`src/rtl/hazard_scoreboard.sv`:
```
// Register hazard scoreboard: tracks pending writers per register and holds ID on RAW/buffer hazards.
// Latency: stall is combinational; pend/cnt/fwd, pending_cnt and stall_cycles update on the next Clk edge.
// Backpressure: stall holds the ID stage, and a stalled issue request records nothing.
module hazard_scoreboard #(
  parameter int NREG = 32,
  parameter int AW   = 5,
  parameter int LW   = 3,
  parameter int SCW  = 16
) (
  input  logic          Clk,
  input  logic          Reset,
  input  logic          issue_valid,
  input  logic          issue_wen,
  input  logic [AW-1:0] issue_dst,
  input  logic [LW-1:0] issue_lat,
  input  logic          issue_fwd,
  input  logic [AW-1:0] src_a,
  input  logic [AW-1:0] src_b,
  input  logic          src_a_use,
  input  logic          src_b_use,
  input  logic          id_fwd,
  input  logic          need_buff,
  input  logic          buf_ready,
  output logic          stall,
  output logic [AW:0]   pending_cnt,
  output logic [SCW-1:0] stall_cycles
);

  logic [NREG-1:0] pend_q, pend_d;
  logic [NREG-1:0] fwd_q, fwd_d;
  logic [LW-1:0]   cnt_q [NREG];
  logic [LW-1:0]   cnt_d [NREG];
  logic [AW:0]     pending_cnt_q, pending_cnt_d;
  logic [SCW-1:0]  stall_cycles_q, stall_cycles_d;

  logic hit_a, hit_b, accept, wr;

  // Hazard detection; a forwardable producer is invisible to a consumer that can take class forwarding.
  always_comb begin
    hit_a  = src_a_use && (src_a != '0) && pend_q[src_a] && !(fwd_q[src_a] && id_fwd);
    hit_b  = src_b_use && (src_b != '0) && pend_q[src_b] && !(fwd_q[src_b] && id_fwd);
    stall  = hit_a || hit_b || (need_buff && !buf_ready);
    accept = issue_valid && !stall;
    wr     = accept && issue_wen && (issue_dst != '0) && (issue_lat != '0);
  end

  // Per-register next state: an issue write wins over expiry; otherwise pending entries count down.
  always_comb begin
    logic [LW-1:0] cnt_dec;
    pend_d = pend_q;
    fwd_d  = fwd_q;
    for (int r = 0; r < NREG; r++) cnt_d[r] = cnt_q[r];
    cnt_dec = '0;
    for (int r = 1; r < NREG; r++) begin
      cnt_dec = cnt_q[r] - 1'b1;
      if (wr && (issue_dst == AW'(r))) begin
        pend_d[r] = 1'b1;
        fwd_d[r]  = issue_fwd;
        // WAW: keep whichever result lands later
        if (pend_q[r] && (cnt_dec > issue_lat)) cnt_d[r] = cnt_dec;
        else                                    cnt_d[r] = issue_lat;
      end else if (pend_q[r]) begin
        cnt_d[r] = cnt_dec;
        if (cnt_q[r] == LW'(1)) begin
          pend_d[r] = 1'b0;
          fwd_d[r]  = 1'b0;
        end
      end
    end
    // register 0 is hardwired and never tracked
    pend_d[0] = 1'b0;
    fwd_d[0]  = 1'b0;
    cnt_d[0]  = '0;
  end

  // Population count of the next pending vector and saturating stall counter.
  always_comb begin
    pending_cnt_d = '0;
    for (int r = 0; r < NREG; r++) pending_cnt_d = pending_cnt_d + (AW+1)'(pend_d[r]);
    stall_cycles_d = stall_cycles_q;
    if (issue_valid && stall && (stall_cycles_q != '1)) stall_cycles_d = stall_cycles_q + 1'b1;
  end

  // State registers, cleared asynchronously by Reset.
  always_ff @(posedge Clk or posedge Reset) begin
    if (Reset) begin
      pend_q         <= '0;
      fwd_q          <= '0;
      for (int r = 0; r < NREG; r++) cnt_q[r] <= '0;
      pending_cnt_q  <= '0;
      stall_cycles_q <= '0;
    end else begin
      pend_q         <= pend_d;
      fwd_q          <= fwd_d;
      for (int r = 0; r < NREG; r++) cnt_q[r] <= cnt_d[r];
      pending_cnt_q  <= pending_cnt_d;
      stall_cycles_q <= stall_cycles_d;
    end
  end

  assign pending_cnt  = pending_cnt_q;
  assign stall_cycles = stall_cycles_q;

endmodule

```
`config.mk`:
```
export PLATFORM = sky130hd
export DESIGN_NAME = hazard_scoreboard
export DESIGN_NICKNAME = d
export VERILOG_FILES = /design/src/rtl/hazard_scoreboard.sv
export SDC_FILE = /design/constraint.sdc
export NUM_CORES = 1
export LEC_CHECK = 0
export BUFFER_PORTS_ARGS = -buffer_cell sky130_fd_sc_hd__buf_4
export CORE_MARGIN = 2
export CORE_UTILIZATION = 30
export CTS_CLUSTER_SIZE = 25
export DETAILED_ROUTE_END_ITERATION = 8
export SYNTH_ARGS = -nofsm -noshare
export SYNTH_HDL_FRONTEND = slang
export SYNTH_SLANG_ARGS = --single-unit
export TNS_END_PERCENT = 50
```
`constraint.sdc`:
```
create_clock -name Clk -period 10.53 [get_ports Clk]
set_input_delay 1.053 -clock Clk [delete_from_list [all_inputs] [get_ports Clk]]
set_output_delay 1.053 -clock Clk [all_outputs]
set_load 0.1 [all_outputs]
```
==> results by group <==
Run status
  • Status: complete, no violations

Synthesis
  • Distinct cell type count after synthesis: 86
  • Post-Syn Nets: about 1.9k
  • Synthesized flop and latch total: between 150 and 200
  • Top FF cell, synth: dfrtp_1
  • Fraction of registers with async set/reset: 1.00
  • Post-synth EDFFs: 0
  • Yosys top cell area share: 0.289
  • Syn Std Cell Area: about 0.015 mm^2
  • Synth top area cells: dfrtp_1 (29%), ha_1 (13%), inv_1 (4.9%)
  • Syn avg cell area: ~9 um^2
  • Syn Inst Count: about 1.7k
  • Register area share after synthesis: 0.289
  • Synth warn: 0
  • Synth area leader: dfrtp_1

Clock tree
  • TritonCTS clock tree: done
  • Clock sink count: between 150 and 200
  • CTS Buf Count: 17
  • CTS H-tree lvls: 4
  • Clock Latency Late Sink: roughly 0.47 ns
  • Post-CTS setup buffer count: 0
  • Clock Tree Root: clkbuf_16
  • Hold buffers post-CTS: 0
  • Clock Tree Buf Depth: 2
  • Worst-path clk slew: 0.07 ns
  • Number of gates resized after CTS: 0

Setup path
  • Worst flop-to-flop path startpoint: pend_q[7]
  • Worst path arrival time: 8.59 ns
  • WS Path Type: in2reg
  • Setup slack, reg-to-reg: approximately 2.6 ns
  • Crit path launch type: input port
  • Critical path required time: 10.92 ns
  • R2r endpoint: pending_cnt[4]
  • Crit path max fanout: 31
  • Critical Path End Type: flip-flop
  • Reg2reg path depth: 22

Finish
  • # fillers: about 5.2k
  • Layout Cells excl Fill: between 2k and 2.5k
  • Final net count: around 1.9k
  • Post-route cell area: roughly 0.017 mm^2
  • Layout area overhead: 10.3%
  • Share of cells above drive strength 1: 0.106
  • Commonest non-fill, non-tap cell in the layout: inv_1
  • Commonest cells after routing, fill and taps aside: inv_1 (198), dfrtp_1 (177), ha_1 (163)

Timing
  • Setup violators final: 0
  • Post-Route Setup TNS: 0 ns
  • RSZ-0062 raised after global routing: no
  • Tmin final: 8.20 ns
  • Final worst path period share: 0.779
  • Fmax: 0.122 GHz
  • Final Max Tran Viols: 0
  • Slew @ Worst Pin: 1.10 ns
  • Max_slew headroom: 0.260
  • Fin. Hold Viols: 0
  • Worst Skew: approximately 0.015 ns

Hold path
  • HP Class: reg2reg
  • Worst Hold End: stall_cycles[6]
  • Worst Hold Depth: 1
  • Hold_sp: stall_cycles[6]

GRT
  • Total GRT Usage: 0.188
  • Global route total overflow: 0
  • First-pass GRT wire length: a little under 80 mm
  • Antenna violations before repair: 4
  • Number of global-route vias before repair: between 10k and 15k
  • Pin count of the biggest net entering global routing: 116

Floorplanning
  • Top Ports: 51
  • Cell Rows: 82
  • Die area: approximately 0.053 mm^2
  • Core Box Area: roughly 0.05 mm^2
  • Chip Width: 230 um
  • DIE HEIGHT: ~230 um
  • Initial core utilization: 0.305

Route
  • Routed Antenna Nets: 0
  • DRT Wirelength: 49.6 mm
  • Via count: roughly 14k
  • Post-route DRC: 0
  • Routed len/inst: 20.7 um
  • Via/cell ratio: about 5.7
  • Initial DRC Count: ~1.2k
  • TritonRoute pass-1 iters: 5

Power and ir drop
  • Cell internal pwr: 0.00208 W
  • Total chip power: roughly 0.0038 W
  • LEAKAGE: 7.72 nW
  • Flop pwr share: 0.298
  • Clock share of power: 0.164
  • Combinational power share: 0.538
  • Net switching power: approximately 0.0017 W
  • VDD IR max: 126 uV
  • Sw Share: 0.453
  • Cell Pwr Density: between 200 and 250 mW/mm^2

Placed design
  • Placed Area: between 0.015 and 0.02 mm^2
  • Placed insts: about 2.4k
  • Port-buffer cells: 50
  • Hpwl dp: about 36 mm
  • RePlAce Congestion: approximately 0.94

Flow run
  • Maxcap violations: 0
==> state kept, by name (all words and copies together) (netlist names) <==
register / flops
fwd_q: 31
cnt_q: 93
pending_cnt: 6
pend_q: 31
stall_cycles: 16
==> power groups by stage <==
stage / sequential [W] / clock (W) / combinational (W)
floorplan: 0.00114 / 0 / 0.00152
global placement: 0.00113 / 0 / 0.00194
detailed placement: 0.00113 / 0 / 0.00203
CTS: 0.00112 / 0.000632 / 0.00205
global route: 0.00116 / 0.000661 / 0.00234
finish: 0.00113 / 0.000623 / 0.00204
==> metrics by stage <==
stage | utilization | hold WS [ns] | setup slack, ns
2_1_floorplan | - | 0.469 | 2.89
6_report | 0.336 | 0.498 | 2.33
5_1_grt | 0.336 | 0.517 | 2.02
3_3_place_gp | 0.325 | 0.476 | 1.95
4_1_cts | 0.336 | 0.503 | 2.32
3_5_place_dp | 0.325 | 0.489 | 1.87
==> worst max-delay path by stage <==
| stage | from | to | slack [ns] |
|---|---|---|---|
| final | src_b[0] | pending_cnt[4] | 2.33 |
| after global routing | src_b[2] | pending_cnt[4] | 2.02 |
| after CTS | src_a[0] | pending_cnt[4] | 2.32 |
| after detailed placement | src_a[0] | pending_cnt[4] | 1.87 |
| after global placement | src_b[0] | pending_cnt[4] | 1.95 |
| after floorplan | src_b[1] | pending_cnt[4] | 2.89 |
==> area by class of cell <==
class / instances / area [um^2] / share of cell area
diodes: 1 / 2.50 / 0.000148
well taps: 672 / 841 / 0.0498
flip-flops and latches: 177 / 4430 / 0.262
repair buffers: 74 / 556 / 0.0329
clock buffers: 21 / 470 / 0.0278
clock inverters: 11 / 81.3 / 0.00481
inverters: 201 / 762 / 0.0451
multi-input cells: 1241 / 9760 / 0.577
==> synth_stat cells, drive strengths merged (21+ instances only) <==
master / n
a21oi: 43
mux4: 25
a211oi: 38
clkbuf: 52
nor2: 61
xor2: 44
inv: 200
fa: 23
nand4: 21
nand2b: 24
a31oi: 29
mux2i: 42
nand2: 126
o21ai: 118
nor2b: 41
dfrtp: 177
nand3: 89
buf: 29
nor3: 48
ha: 163
==> logic make-up (layout without fill, tap and decap cells) <==
kind of cell | Yosys count | in the layout | share of synthesized area
xor gates and xnor gates | 49 | 49 | 0.0280
adders and majority gates | 186 | 186 | 0.163
buffers and inverters | 282 | 307 | 0.0755
DFF | 177 | 177 | 0.289
and+or+nand+nor | 492 | 492 | 0.171
muxes | 79 | 79 | 0.0730
AOI/OAI and AO/OA | 435 | 435 | 0.201
other | 0 | 1 | 0
==> per-layer routing <==
metal  part of all wire  global-route usage  vias to the layer above
met5            0.00081                   0                        -
met4              0.034              0.0694                        6
met3              0.078              0.0406                      109
met2               0.45               0.298                      522
met1               0.43               0.253                     6691
li1                   -                   -                     6228
==> critical path, stage by stage <==
cell and delay (ns):
buf_4 0.29, mux4_2 0.54, a32oi_1 0.21, a41o_1 0.24
a221o_2 0.21, o31a_2 0.69, buf_4 0.41, nand2_2 0.16
nand2_1 0.12, inv_1 0.06, fa_1 0.52, fa_1 0.52
inv_1 0.05, fa_1 0.50, inv_1 0.06, fa_1 0.48
fa_1 0.58, inv_1 0.06, fa_1 0.45, fa_1 0.44
fa_1 0.41, a21o_1 0.19, a21oi_1 0.16, xnor2_1 0.13
Power figures use the tool's default switching activity.
